$ cat src/rtl/tau_pkg.sv
// Shared definitions for the ALU issue controller: opcodes, FSM states,
// flag bit positions and the writeback classification of each opcode.
package tau_pkg;

  typedef enum logic [3:0] {
    NOP         = 4'd0,
    MOV         = 4'd1,
    CMP         = 4'd2,
    TEST        = 4'd3,
    SHFT_L      = 4'd4,
    SHFT_R      = 4'd5,
    ADD         = 4'd6,
    ADC         = 4'd7,
    SUB         = 4'd8,
    SBB         = 4'd9,
    MUL         = 4'd10,
    AND         = 4'd11,
    OR          = 4'd12,
    XOR         = 4'd13,
    NOT         = 4'd14,
    CLEAR_FLAGS = 4'd15
  } alu_op_set;

  typedef enum logic [1:0] {
    IDLE  = 2'd0,
    READ  = 2'd1,
    EXEC  = 2'd2,
    WRITE = 2'd3
  } ctrl_state_e;

  // Bit positions inside the ALU's 8-bit flags output.
  localparam int FLAG_Z = 7;
  localparam int FLAG_S = 6;
  localparam int FLAG_C = 5;
  localparam int FLAG_O = 4;

  // MOV and the arithmetic/logic group SHFT_L..NOT update the destination.
  function automatic logic op_writes_back(alu_op_set op);
    return (op == MOV) || ((op >= SHFT_L) && (op <= NOT));
  endfunction

endpackage

$ cat src/rtl/alu.sv
// Combinational ALU: result on output_C, {Z,S,C,O} on flags[7:4].
// C is carry-out for additions, borrow for subtractions, last bit out for shifts.
module alu
  import tau_pkg::*;
#(
  parameter int WORD_SIZE = 8
) (
  input  logic [WORD_SIZE-1:0] input_A,
  input  logic [WORD_SIZE-1:0] input_B,
  input  alu_op_set            mode_select,
  input  logic                 carry_in,
  output logic [WORD_SIZE-1:0] output_C,
  output logic [7:0]           flags
);

  localparam int W = WORD_SIZE;

  logic [W:0]     wide;
  logic [W:0]     shl;
  logic [W:0]     shr;
  logic [2*W-1:0] prod;
  logic           c;
  logic           o;
  logic           cin_add;
  logic           cin_sub;

  assign cin_add = (mode_select == ADC) & carry_in;
  assign cin_sub = (mode_select == SBB) & carry_in;

  always_comb begin
    wide     = '0;
    c        = 1'b0;
    o        = 1'b0;
    output_C = '0;
    shl      = {1'b0, input_A} << input_B;
    shr      = {input_A, 1'b0} >> input_B;
    prod     = {{W{1'b0}}, input_A} * {{W{1'b0}}, input_B};
    case (mode_select)
      MOV:  output_C = input_B;
      TEST, AND: output_C = input_A & input_B;
      OR:   output_C = input_A | input_B;
      XOR:  output_C = input_A ^ input_B;
      NOT:  output_C = ~input_A;
      CMP, SUB, SBB: begin
        wide     = {1'b0, input_A} - {1'b0, input_B} - {{W{1'b0}}, cin_sub};
        output_C = wide[W-1:0];
        c        = wide[W];
        o        = (input_A[W-1] != input_B[W-1]) && (output_C[W-1] != input_A[W-1]);
      end
      ADD, ADC: begin
        wide     = {1'b0, input_A} + {1'b0, input_B} + {{W{1'b0}}, cin_add};
        output_C = wide[W-1:0];
        c        = wide[W];
        o        = (input_A[W-1] == input_B[W-1]) && (output_C[W-1] != input_A[W-1]);
      end
      SHFT_L: begin
        output_C = shl[W-1:0];
        c        = shl[W];
      end
      SHFT_R: begin
        output_C = shr[W:1];
        c        = shr[0];
      end
      MUL: begin
        output_C = prod[W-1:0];
        c        = |prod[2*W-1:W];
        o        = |prod[2*W-1:W];
      end
      default: output_C = '0;
    endcase
    flags         = '0;
    flags[FLAG_Z] = ~|output_C;
    flags[FLAG_S] = output_C[W-1];
    flags[FLAG_C] = c;
    flags[FLAG_O] = o;
  end

endmodule

$ cat src/rtl/alu_issue_ctrl.sv
// Issue controller: accepts one instruction at a time, reads a 4-entry register
// file, runs the ALU for one cycle, writes back and pulses result_valid.
module alu_issue_ctrl
  import tau_pkg::*;
#(
  parameter int WORD_SIZE = 8,
  parameter int NUM_REGS  = 4
) (
  input  logic                 clk,
  input  logic                 reset_n,
  input  logic                 instr_valid,
  output logic                 instr_ready,
  input  logic [3:0]           instr_op,
  input  logic [1:0]           instr_rd,
  input  logic [1:0]           instr_rs,
  input  logic                 instr_imm_en,
  input  logic [WORD_SIZE-1:0] instr_imm,
  output logic                 result_valid,
  output logic [WORD_SIZE-1:0] result_data,
  output logic [3:0]           result_flags,
  input  logic [1:0]           dbg_sel,
  output logic [WORD_SIZE-1:0] dbg_data
);

  // Handshake: an instruction transfers on a rising edge where instr_valid and
  // instr_ready are both high; instr_ready is high exactly while the FSM is IDLE.

  localparam int FLAGS_C_BIT = FLAG_C - FLAG_O;

  ctrl_state_e          state_q;
  alu_op_set            op_q;
  logic [1:0]           rd_q;
  logic [1:0]           rs_q;
  logic                 imm_en_q;
  logic [WORD_SIZE-1:0] imm_q;
  logic [WORD_SIZE-1:0] opa_q;
  logic [WORD_SIZE-1:0] opb_q;
  logic [WORD_SIZE-1:0] res_q;
  logic [3:0]           flags_q;
  logic                 result_valid_q;
  logic [WORD_SIZE-1:0] regs_q [NUM_REGS];

  logic                 in_exec;
  logic [WORD_SIZE-1:0] alu_a;
  logic [WORD_SIZE-1:0] alu_b;
  alu_op_set            alu_mode;
  logic [WORD_SIZE-1:0] alu_out;
  logic [7:0]           alu_flags;
  logic                 unused_alu_flags;

  // The ALU sees live operands only during EXEC and idles on NOP otherwise.
  assign in_exec  = (state_q == EXEC);
  assign alu_a    = in_exec ? opa_q : '0;
  assign alu_b    = in_exec ? opb_q : '0;
  assign alu_mode = in_exec ? op_q : NOP;

  alu #(
    .WORD_SIZE (WORD_SIZE)
  ) u_alu (
    .input_A     (alu_a),
    .input_B     (alu_b),
    .mode_select (alu_mode),
    .carry_in    (flags_q[FLAGS_C_BIT]),
    .output_C    (alu_out),
    .flags       (alu_flags)
  );

  assign unused_alu_flags = ^alu_flags[FLAG_O-1:0];

  always_ff @(posedge clk) begin
    if (!reset_n) begin
      state_q        <= IDLE;
      op_q           <= NOP;
      rd_q           <= '0;
      rs_q           <= '0;
      imm_en_q       <= 1'b0;
      imm_q          <= '0;
      opa_q          <= '0;
      opb_q          <= '0;
      res_q          <= '0;
      flags_q        <= '0;
      result_valid_q <= 1'b0;
      for (int i = 0; i < NUM_REGS; i++) begin
        regs_q[i] <= '0;
      end
    end else begin
      result_valid_q <= 1'b0;
      case (state_q)
        IDLE: begin
          if (instr_valid) begin
            op_q     <= alu_op_set'(instr_op);
            rd_q     <= instr_rd;
            rs_q     <= instr_rs;
            imm_en_q <= instr_imm_en;
            imm_q    <= instr_imm;
            state_q  <= READ;
          end
        end
        READ: begin
          opa_q   <= regs_q[rd_q];
          opb_q   <= imm_en_q ? imm_q : regs_q[rs_q];
          state_q <= EXEC;
        end
        EXEC: begin
          res_q <= alu_out;
          if (op_q == CLEAR_FLAGS) begin
            flags_q <= '0;
          end else if (op_q != NOP) begin
            flags_q <= alu_flags[FLAG_Z:FLAG_O];
          end
          result_valid_q <= 1'b1;
          state_q        <= WRITE;
        end
        WRITE: begin
          if (op_writes_back(op_q)) begin
            regs_q[rd_q] <= res_q;
          end
          state_q <= IDLE;
        end
        default: state_q <= IDLE;
      endcase
    end
  end

  assign instr_ready  = (state_q == IDLE);
  assign result_valid = result_valid_q;
  assign result_data  = res_q;
  assign result_flags = flags_q;
  assign dbg_data     = regs_q[dbg_sel];

endmodule

$ cat config.mk
export PLATFORM = sky130hd
export DESIGN_NAME = alu_issue_ctrl
export DESIGN_NICKNAME = d
export VERILOG_FILES = /design/src/rtl/tau_pkg.sv /design/src/rtl/alu.sv /design/src/rtl/alu_issue_ctrl.sv
export SDC_FILE = /design/constraint.sdc
export NUM_CORES = 1
export LEC_CHECK = 0
export ABC_AREA = 1
export BUFFER_PORTS_ARGS = -buffer_cell sky130_fd_sc_hd__buf_2
export CAP_MARGIN = 20
export CORE_MARGIN = 2
export CORE_UTILIZATION = 40
export DETAILED_ROUTE_END_ITERATION = 6
export PLACE_DENSITY_LB_ADDON = 0.1
export SETUP_SLACK_MARGIN = 0.5
export SYNTH_ARGS = -nofsm -noshare
export SYNTH_HDL_FRONTEND = slang
export SYNTH_SLANG_ARGS = --single-unit
$ cat constraint.sdc
create_clock -name clk -period 6.24 [get_ports clk]
set_input_delay 1.248 -clock clk [delete_from_list [all_inputs] [get_ports clk]]
set_output_delay 1.248 -clock clk [all_outputs]
set_load 0.03 [all_outputs]
## Word-level counts from Yosys, hierarchy flattened

Memories as Yosys holds them, arrays and structs flattened. A register that Yosys moved wholly into a read port is not among the register bits.
Index checks and enable logic that the tools add are counted.

- Flip-flop bits (word level): 40
- Memory bits (writable): 32
- Logic and storage cells: 89
- Memories kept: 1

Memory list:

| name | depth | width | read ports | clocked after memory_dff | write ports | RTL line | RTL |
|---|---|---|---|---|---|---|---|
| regs_q | 4 | 8 | 3 | 2 | 4 | alu_issue_ctrl.sv:41 | `logic [WORD_SIZE-1:0] regs_q [NUM_REGS];` |

- Add/sub/neg operators: 4
- Multiply operators: 1
- Magnitude comparators: 2
- Equal/unequal tests: 24
- Shifts and indexed selects: 2
- Muxes and demuxes: 22
- Bitwise logic cells: 6
- Reduce and logical (&&, ||, !) cells: 17

Operators with widths:

| operator | count |
|---|---|
| $pmux 8 s10 | 1 |
| $eq 4x4->1 const B | 8 |
| $mux 8 | 4 |
| $reduce_or 8->1 | 3 |
| $eq 4x3->1 const B | 4 |
| $mul 8x8->16 | 1 |
| $mux 4 | 3 |
| $add 8x8->9 | 1 |
| $add 9x1->9 | 1 |
| $shl 8x8->9 | 1 |
| $shr 9x8->9 | 1 |
| $sub 8x8->9 | 1 |
| $sub 9x1->9 | 1 |
| $and 8x8->8 | 1 |
| $eq 4x1->1 const B | 2 |
| $eq 4x2->1 const B | 2 |
| $mux 2 | 4 |
| $not 8->8 | 1 |
| $or 8x8->8 | 1 |
| $pmux 2 s4 | 1 |
| $xor 8x8->8 | 1 |
| $mux 1 | 7 |
| $pmux 1 s5 | 1 |
| $eq 2x2->1 const B | 2 |
| 17 further kinds | 25 |

## Logic depth before layout (Yosys ltp)

Gate-level depths: netlist (run 1).

- Word-level depth: 10
- Gate-level depth with buffers: 31

## Modules after synthesis

A second synthesis (run 1) with hierarchy kept.

- Cells, all modules: 1317
- Area, all modules: 8798.4 um2

Modules (own cells, without submodules):

| module | times used | cells each | area each (um2) | sequential area each (um2) |
|---|---|---|---|---|
| alu | 1 | 802 | 4802.1 | 0.0 |
| alu_issue_ctrl | 1 | 515 | 3996.3 | 1961.9 |

## Worst setup path after synthesis (run 1)

No wires, ideal clock.

- Path kind: reg-to-reg
- From: register state_q[0]
- To: register flags_q[1] (netlist: result_flags[1])
- Library setup time: 127 ps
- Data arrival time: 4715 ps
- Path slack: 1398 ps
- Stages on the path, launching flop included: 29
- Buffers on the path: 2
- Cells stage by stage: dfxtp_1 -> inv_1 -> ha_1 -> buf_6 -> buf_12 -> nand2_4 -> inv_2 -> ha_1 -> fa_1 -> inv_1 -> fa_1 -> fa_1 -> fa_1 -> inv_1 -> ha_1 -> a21oi_1 -> nor2_1 -> nor2_1 -> nand2_1 -> nand2_1 -> nand2_1 -> nand2_1 -> nand2_1 -> nor2_1 -> nand3_1 -> nand2_1 -> nand4_1 -> nor2_1 -> nor2_1

- Word-level cells in the longest chain between the ends: 8

RTL lines:

| what | RTL line | RTL |
|---|---|---|
| from (decl) | alu_issue_ctrl.sv:30 | `ctrl_state_e state_q;` |
| from (signal assigned) | alu_issue_ctrl.sv:72 | `state_q <= IDLE;` |
| from (signal assigned) | alu_issue_ctrl.sv:96 | `state_q <= READ;` |
| from (signal assigned) | alu_issue_ctrl.sv:102 | `state_q <= EXEC;` |
| $eq 2x2->1 (*) | alu_issue_ctrl.sv:52 | `assign in_exec = (state_q == EXEC);` |
| named net in_exec | alu_issue_ctrl.sv:43 | `logic in_exec;` |
| parallel branches: the longest is 7 deep, another holds $mul 8x8->16 | n/a |  |
| to (signal assigned) | alu_issue_ctrl.sv:109 | `flags_q <= alu_flags[FLAG_Z:FLAG_O];` |
| to (decl) | alu_issue_ctrl.sv:39 | `logic [3:0] flags_q;` |

Mark *: on every way through the listed nets, which the timed path passes. The select of a mux whose other input is x is not followed.
A chain may end at the register's enable or synchronous reset.

## Worst setup path after layout (run 1)

Same ends and word-level chain as after synthesis.

==> reports/qor.yml, run 1 <==
outcome: "finished clean"
start_util_pct: 40.5
required_ns: 6.45
rsz0062_at_grt: "no"
ys_ff_latch: 82
r2r_cells: 26
layout-drive-gt1-share_pct: 9.88
vias: 7878
clk_path_buf_depth: 2
clk_pin_slew_ns: 0.07
p_per_area_mw_per_mm2: 273
synthArstFlopShare_pct: 0
worstPathMaxFanout: 13
final-hold-violation-count: 0
numCtsBuffers: 9
finalSetupViolCount: 0
ant_nets: 0
hold_depth: 2
die-area_sq_mm: 0.0215
min_period_ns: 5.32
drc_errors: 0
die-height_um: 147
rows: 52
arrival_ns: 5.53
gr-total-overflow: 0
wl_per_cell_um: 18.0
clock_sinks: 82
clockRootBuffer: "clkbuf_16"
ys.flop_type: "dfxtp_1"
min_period_over_period_pct: 85.2
r2r-start: "state_q[0]"
tns_ns: 0
cp-end-kind: "register"
max_freq_mhz: 188
dpl.hpwl_um: 21200
worst-setup-path-type: "reg -> reg"
via_per_inst: 5.31
drtIter0Drc: 563
ir_worst_vdd_mv: 0.195
wirelength_um: 26700
synth_cell_types: 46
ys_seq_area_share_pct: 24.1
track_usage_pct: 24.8
p_leak_nw: 4.44
final_max_slew_viol_count: 0
n_antenna_cell: 0
nets: 1341
rrSetupSlack_ns: 0.92
critPathSlowestCell: "fa_1"
ys_warn_count: 0
syn_avg_cell_area_sq_um: 6.90
multi_input_area_sq_mm: 0.00529
drt_first_pass_iters: 5
synth_commonest_cells: "nand2_1 (227), inv_1 (172), nor2_1 (152)"
port_buffers: 43
cpMostUsedCell: "nand2_1"
startpoint: "state_q[0]"
grt_pass1_vias: 7439
coreArea_sq_mm: 0.0201
antenna_found_initial: 0
hold_slack_ns: 0.470
insertion_delay_ns: 0.34
seq_area_sq_mm: 0.00196
synth-edff-count: 32
syn-cell-area_sq_mm: 0.00815
slowest_delay_ns: 0.54
worstHoldStart: "result_flags[2]"
synth.most_common_cell: "nand2_1"
synth_area_leaders: "dfxtp_1 (12%), edfxtp_1 (12%), ha_1 (11%), nand2_1 (10%), fa_1 (9.8%)"
min_path_type: "reg -> reg"
drv_cap: 0
slew_headroom_pct: 45.2
r2r-end: "result_flags[1]"
min_to: "result_flags[2]"
startpoint_type: "register"
yosys.area.top_type: "dfxtp_1"
synth_fp_nets: 1312
io_pins: 44
grt_max_degree: 40
die_w_um: 147
fillers: 2193
area_delta_synth_final_pct: 9.32
h-tree-depth: 3
synth_cells: 1181
skew_ns: 0.00970
gp_congestion: 0.952
grt_pass1_wl_um: 41800
synth_top_cell_area_share_pct: 12.3
cts_tree: "yes"
tightestPinTransition_ns: 0.820
[metal layers]
layer / track usage (%) / vias to the layer above / routed length, um
met1: 33.8 / 3654 / 11800
li1: - / 3900 / -
met2: 41.0 / 280 / 12500
met5: 0 / - / 0
met4: 8.35 / 0 / 801
met3: 2.98 / 44 / 1600
[registers in the layout, indices dropped and copies added, names as in the netlist, named ones only]
name          count
regs_q           32
imm_q             8
opa_q             8
opb_q             8
result_data       8
op_q              4
result_flags      4
rd_q              2
rs_q              2
state_q           2
imm_en_q          1
result_valid      1
[cell families (layout without fill, tap and decap cells)]
family                   after synthesis  count (layout)  share of synthesized area (%)
AO/OA/AOI/OAI                        231             231                           15.7
AND/OR/NAND/NOR                      522             522                           27.6
adder cells (fa/ha/maj)              109             109                           20.4
XOR/XNOR                               9               9                          0.967
flip-flops                            82              82                           24.1
buffers and inverters                228             262                           11.2
[per-stage QoR]
stage          total power [mW]  setup slack, ns  cell area, sq um  util [%]  std cells
2_1_floorplan              1.57             1.40              8150         -       1181
3_5_place_dp               1.87            0.418              8560      42.6       1464
5_1_grt                    2.62            0.580              8910      44.3       1485
6_report                   2.43            0.923              8910      44.3       1485
3_3_place_gp               1.87            0.518              8560      42.6       1464
4_1_cts                    2.41            0.718              8870      44.1       1480
[worst max-delay path by stage]
stage | end | cells after the start
after floorplan | result_flags[1] | 28
after global placement | result_flags[3] | 25
after detailed placement | result_flags[1] | 25
after CTS | result_flags[1] | 25
after global routing | result_flags[1] | 25
final | result_flags[1] | 26
[layout make-up]
type,instances,area share (%)
Clock buffer,9,2.53
Clock inverter,7,0.772
Inverter,191,8.07
Tap cell,270,3.79
Sequential cell,82,22.0
Timing Repair Buffer,55,3.47
Multi-Input combinational cell,871,59.3
[what timing repair did]
item,CTS,global route
pin swaps,0,1
hold buffers,0,0
buffers inserted,0,5
endpoints found under the setup margin,2,3
resized for setup,1,0
[cells in the final DEF (no fill, tap or decap), types with 14 or more instances in the layout]
master    count
a21oi_1      91
buf_2        43
dfxtp_1      50
edfxtp_1     32
fa_1         40
ha_1         68
inv_1       172
inv_2        14
nand2_1     227
nand2_2      14
nand3_1      81
nand4_1      19
nor2_1      152
o21ai_0      99
[power breakdown]
part | internal, mW | switching (mW)
Clock | 0.309 | 0.224
Combinational | 0.348 | 0.750
Sequential | 0.662 | 0.139
[critical path: cells and delay by family (launching register included)]
kind | cells | cell delay [ns]
AOI/OAI and AO/OA | 1 | 0.24
and+or+nand+nor | 15 | 1.31
DFF | 1 | 0.33
buffers and inverters | 4 | 0.54
adders and majority gates | 6 | 2.75
Note: power is estimated with default switching activity, not from simulation.
==> run 2, diff against run 1 <==
--- a/config.mk
+++ b/config.mk
@@ -9,8 +9,9 @@
 export BUFFER_PORTS_ARGS = -buffer_cell sky130_fd_sc_hd__buf_2
 export CAP_MARGIN = 20
 export CORE_MARGIN = 2
-export CORE_UTILIZATION = 40
+export CORE_UTILIZATION = 63
 export DETAILED_ROUTE_END_ITERATION = 6
+export GPL_TIMING_DRIVEN = 0
 export PLACE_DENSITY_LB_ADDON = 0.1
 export SETUP_SLACK_MARGIN = 0.5
 export SYNTH_ARGS = -nofsm -noshare
==> reports/qor.yml, run 2 (same netlist as run 1, synthesis figures left out) <==
final_max_slew_viol_count: 0  # unchanged
rows: 41  # -21%
cts_tree: "yes"
final_common_cell: "nand2_1"
finalNonFillerCells: 1416  # -4.6%
numCtsBuffers: 9  # unchanged
regMostFlops: "regs_q"
antenna_found_initial: 0  # unchanged
track_usage_pct: 35.0  # +10 points
startpoint_type: "register"
final-hold-violation-count: 0  # unchanged
p_leak_nw: 4.50  # +1.2%
coreArea_sq_mm: 0.0126  # -37%
wl_per_cell_um: 16.9  # -5.8%
required_ns: 6.46  # about the same
area_delta_synth_final_pct: 9.75
arrival_ns: 5.69  # +0.16 ns
grt_pass1_wl_um: 38600  # -7.7%
io_pins: 44  # unchanged
outcome: "finished with violations"
wirelength_um: 24000  # -10%
gp_congestion: 1.09  # +15%
min_to: "result_flags[2]"
fillers: 1149  # -48%
grt_max_degree: 16  # -60%
clockRootBuffer: "clkbuf_16"
fin_ws_ns: 0.762  # -0.161 ns
via_per_inst: 5.80  # +9.4%
power_mw: 2.45  # +0.81%
rrSetupSlack_ns: 0.76  # -0.16 ns
ir_worst_vdd_mv: 0.240  # +23%
critPathSlowestCell: "fa_1"
skew_ns: 0.00873  # -0.000973 ns
max_freq_mhz: 183  # -2.9%
n_antenna_cell: 0  # unchanged
worstHoldStart: "result_flags[2]"
clock_sinks: 82  # unchanged
r2r-end: "result_flags[1]"
drv_cap: 0  # unchanged
rsz0062_at_grt: "no"
tns_ns: 0  # unchanged
h-tree-depth: 3  # unchanged
wl_met2_um: 11200  # -10%
slew_headroom_pct: 59.1  # +14 points
r2r_cells: 28  # +7.7%
min_period_ns: 5.48  # +0.161 ns
violations: "design-rule violations"
die_w_um: 118  # -20%
tightestPinTransition_ns: 0.611  # -0.209 ns
met3_length_um: 1950  # +22%
port_buffers: 42  # -2.3%
route.layer.met1.wl_um: 9570  # -19%
largest_reg_flops: 32  # unchanged
worst-setup-path-type: "reg -> reg"
drc_errors: 11  # +11
hold_depth: 2  # unchanged
ant_nets: 0  # unchanged
drtIter0Drc: 837  # +49%
min_path_type: "reg -> reg"
p_per_area_mw_per_mm2: 274  # +0.41%
start_util_pct: 64.6  # +24 points
vias: 8217  # +4.3%
top_layer: "met4"
dpl.hpwl_um: 19200  # -9.1%
finalSetupViolCount: 0  # unchanged
die-height_um: 118  # -20%
nets: 1370  # +2.2%
ctsHoldBuffers: 0  # unchanged
gr-total-overflow: 0  # unchanged
clk_pin_slew_ns: 0.06  # about the same
die-area_sq_mm: 0.0139  # -36%
final_cell_mix: "nand2_1 (225), inv_1 (170), nor2_1 (152), o21ai_0 (99), a21oi_1 (89)"
clk_path_buf_depth: 2  # unchanged
min_period_over_period_pct: 87.8  # +2.6 points
r2r-start: "state_q[0]"
insertion_delay_ns: 0.34  # about the same
drt_first_pass_iters: 7  # +2
worstPathMaxFanout: 10  # -3
place_inst: 1396  # -4.6%
place_worst_setup_slack_ns: 0.620  # +0.202 ns
grt_pass1_vias: 7774  # +4.5%
layout-drive-gt1-share_pct: 10.5  # +0.65 points
cp-end-kind: "register"
slowest_delay_ns: 0.54  # about the same
hold_slack_ns: 0.467  # -0.00241 ns
run 2: changes by cell type in the layout (fill, tap and decap cells not counted), sizes merged:
cell      before  now
buf           55   59
clkinvlp       2    1
clkinv         7    5
inv          188  190
clkbuf         9   35
run 2: cell type report:
type                            instances  area [sq um]  area share [%]
Multi-Input combinational cell        871          5290            59.1
Clock buffer                           10           239            2.67
Timing Repair Buffer                   47           248            2.77
Sequential cell                        82          1960            21.9
Tap cell                              172           215            2.41
Inverter                              191           723            8.09
Clock inverter                          6          71.3           0.797
Buffer                                 37           196            2.20
run 2: report_power, final:
part	switching [mW]	total [mW]	leakage [nW]	internal, mW
Sequential	0.103	0.765	0.741	0.662
Combinational	0.779	1.14	3.60	0.364
Clock	0.217	0.543	0.156	0.326
Total	1.10	2.45	4.50	1.35
run 2: stage by stage:
step           area, sq um  util (%)
2_1_floorplan         8150         -
3_3_place_gp          8580      68.0
3_5_place_dp          8580      68.0
4_1_cts               8890      70.5
5_1_grt               8940      70.9
6_report              8940      70.9
run 2: layer usage:
metal  up-vias  global-route usage, %
li1       3956                      -
met1      3739                   43.6
met2       424                   58.9
met3        98                   4.99
met4         0                   18.5
met5         -                      0
run 2: worst max path at each step:
| stage | slack [ns] | to | depth (start not counted) | start |
|---|---|---|---|---|
| finish | 0.76 | result_flags[1] | 28 | state_q[0] |
| detailed placement | 0.62 | result_flags[1] | 27 | state_q[0] |
| floorplan | 1.40 | result_flags[1] | 28 | state_q[0] |
| global placement | 0.70 | result_flags[1] | 27 | state_q[0] |
| CTS | 0.58 | result_flags[1] | 27 | state_q[0] |
| global route | 0.52 | result_flags[0] | 28 | state_q[0] |
run 2: worst max-delay path: cells and delay by family, from the launching register on:
kind,cells,cell delay (ns)
adders and majority gates,7,2.84
AOI/OAI and AO/OA,1,0.19
DFF,1,0.36
and+or+nand+nor,14,1.32
buffers and inverters,6,0.64
run 2: what timing repair did:
item,CTS,global route
gates resized for setup,0,8
buffers inserted,0,4
endpoints found under the setup margin,0,2
==> run 3, diff against run 2 <==
--- a/config.mk
+++ b/config.mk
@@ -9,11 +9,12 @@
 export BUFFER_PORTS_ARGS = -buffer_cell sky130_fd_sc_hd__buf_2
 export CAP_MARGIN = 20
 export CORE_MARGIN = 2
-export CORE_UTILIZATION = 63
+export CORE_UTILIZATION = 66
 export DETAILED_ROUTE_END_ITERATION = 6
 export GPL_TIMING_DRIVEN = 0
 export PLACE_DENSITY_LB_ADDON = 0.1
 export SETUP_SLACK_MARGIN = 0.5
 export SYNTH_ARGS = -nofsm -noshare
 export SYNTH_HDL_FRONTEND = slang
+export SYNTH_HIERARCHICAL = 1
 export SYNTH_SLANG_ARGS = --single-unit
==> constraint.sdc (replaced) <==
create_clock -name clk -period 7.1 [get_ports clk]
set_input_delay 1.42 -clock clk [delete_from_list [all_inputs] [get_ports clk]]
set_output_delay 1.42 -clock clk [all_outputs]
set_load 0.03 [all_outputs]
==> reports/qor.yml, run 3 <==
finalSetupViolCount: 0  # unchanged
rows: 42  # +2.4%
clk_path_buf_depth: 2  # unchanged
hold_slack_ns: 0.464  # -0.00279 ns
io_pins: 44  # unchanged
final_max_slew_viol_count: 0  # unchanged
cpMostUsedCell: "nand2_1"
drt_first_pass_iters: 7  # unchanged
die-height_um: 119  # +1.3%
ant_nets: 0  # unchanged
min_period_over_period_pct: 86.0  # -1.8 points
post_cts_buffers: 0  # unchanged
comb_power_share_pct: 49.5  # +2.9 points
cp-end-kind: "register"
nets: 1499  # +9.4%
worst-setup-path-type: "reg -> reg"
ys_warn_count: 6  # +6
start_util_pct: 67.0  # +2.4 points
fin_ws_ns: 0.992  # +0.230 ns
grt_pass1_wl_um: 41900  # +8.4%
dpl.hpwl_um: 20600  # +7.1%
gr-total-overflow: 0  # unchanged
power_mw: 2.34  # -4.6%
worstPathMaxFanout: 10  # unchanged
p_leak_nw: 4.98  # +11%
gp_congestion: 1.04  # -4.6%
regMostFlops: "regs_q"
min_path_type: "reg -> reg"
tns_ns: 0  # unchanged
max_freq_mhz: 164  # -10%
clkPwrFrac_pct: 22.1  # about the same
vias: 8970  # +9.2%
die-area_sq_mm: 0.0142  # +2.6%
antenna_found_initial: 1  # +1
rsz0062_at_grt: "no"
via_per_inst: 5.79  # -0.21%
grt_pass1_vias: 8235  # +5.9%
rrSetupSlack_ns: 0.99  # +0.23 ns
fillers: 1121  # -2.4%
outcome: "finished with violations"
port_buffers: 42  # unchanged
syn-cell-area_sq_mm: 0.00876  # +7.5%
final_cell_mix: "nand2_1 (310), inv_1 (212), nor2_1 (164), nand3_1 (114), o21ai_0 (81)"
numCtsBuffers: 9  # unchanged
required_ns: 7.32  # +0.86 ns
switching_share_pct: 47.0  # +2.1 points
clock_sinks: 82  # unchanged
wl_per_cell_um: 17.0  # +0.47%
place_worst_setup_slack_ns: 0.618  # -0.00210 ns
drv_cap: 0  # unchanged
grt_max_degree: 16  # unchanged
slowest_delay_ns: 0.55  # about the same
coreArea_sq_mm: 0.0131  # +3.7%
die_w_um: 119  # +1.3%
slew_headroom_pct: 52.8  # -6.3 points
startpoint_type: "register"
cts_tree: "yes"
final_common_cell: "nand2_1"
p_seq_share_pct: 28.4  # -2.8 points
h-tree-depth: 3  # unchanged
critPathSlowestCell: "fa_1"
ir_worst_vdd_mv: 0.263  # +9.7%
largest_reg_flops: 32  # unchanged
clk_pin_slew_ns: 0.06  # about the same
track_usage_pct: 37.6  # +2.6 points
final-hold-violation-count: 0  # unchanged
arrival_ns: 6.33  # +0.64 ns
clockRootBuffer: "clkbuf_16"
p_int_mw: 1.24  # -8.3%
skew_ns: 0.0105  # +0.00179 ns
synth_cells: 1312  # +11%
drc_errors: 1  # -10
wirelength_um: 26400  # +9.9%
p_per_area_mw_per_mm2: 245  # -11%
synth_fp_nets: 1444  # +10%
insertion_delay_ns: 0.35  # about the same
area_delta_synth_final_pct: 8.92
min_period_ns: 6.11  # +0.630 ns
tightestPinTransition_ns: 0.700  # +0.0893 ns
violations: "design-rule violations"
p_sw_mw: 1.10  # about the same
drtIter0Drc: 1012  # +21%
syn_avg_cell_area_sq_um: 6.68  # -3.2%
layout-drive-gt1-share_pct: 11.5  # +0.99 points
[run 3: final cells by class]
cell class              instances  area [sq um]  area share [%]
clock buffers                   9           225            2.36
repair buffers                 44           220            2.31
flip-flops and latches         82          1960            20.6
multi-input cells             951          5630            58.9
diodes                          1          2.50          0.0262
inverters                     224           846            8.86
clock inverters                 7           101            1.06
plain buffers                  55           343            3.59
well taps                     176           220            2.31
[run 3: final timing paths]
path | from | endpoint | cells after the start
max | state_q[0] | result_flags[0] | 32
min | result_flags[2] | result_flags[2] | 2
max reg2reg | state_q[0] | result_flags[0] | 32
min reg2reg | result_flags[2] | result_flags[2] | 2
[run 3: metal layers]
metal / vias to the layer above / wire, um / part of all wire [%] / global-route usage, %
li1: 4286 / - / - / -
met1: 4132 / 10800 / 41 / 51.4
met2: 497 / 11800 / 45 / 58.5
met3: 55 / 3060 / 12 / 10.0
met4: 0 / 648 / 2.5 / 11.6
met5: - / 0 / 0 / 0
[run 3: power by group through the flow]
stage          logic [mW]  clock network [mW]  registers, mW
3_3_place_gp         1.09                   0          0.665
4_1_cts              1.12               0.516          0.659
3_5_place_dp         1.11                   0          0.666
6_report             1.16               0.517          0.663
2_1_floorplan       0.771                   0          0.687
5_1_grt              1.28               0.531          0.671
[run 3: repair_timing]
action / CTS / global route
resized for setup: 0 / 12
endpoints found under the setup margin: 0 / 4
hold buffers: 0 / 0
[run 3: per-stage QoR]
step / util, % / instances / cell area (sq um)
5_1_grt: 72.9 / 1548 / 9540
2_1_floorplan: - / 1312 / 8760
4_1_cts: 72.8 / 1547 / 9530
3_5_place_dp: 70.3 / 1531 / 9200
6_report: 73.0 / 1549 / 9550
3_3_place_gp: 70.3 / 1530 / 9200
[run 3: worst max-delay path, delay by kind of cell (launching register included)]
family	cells	cell delay, ns
AND/OR/NAND/NOR	15	1.33
AO/OA/AOI/OAI	2	0.27
buffers and inverters	9	1.29
adder cells (fa/ha/maj)	6	2.76
flip-flops	1	0.33
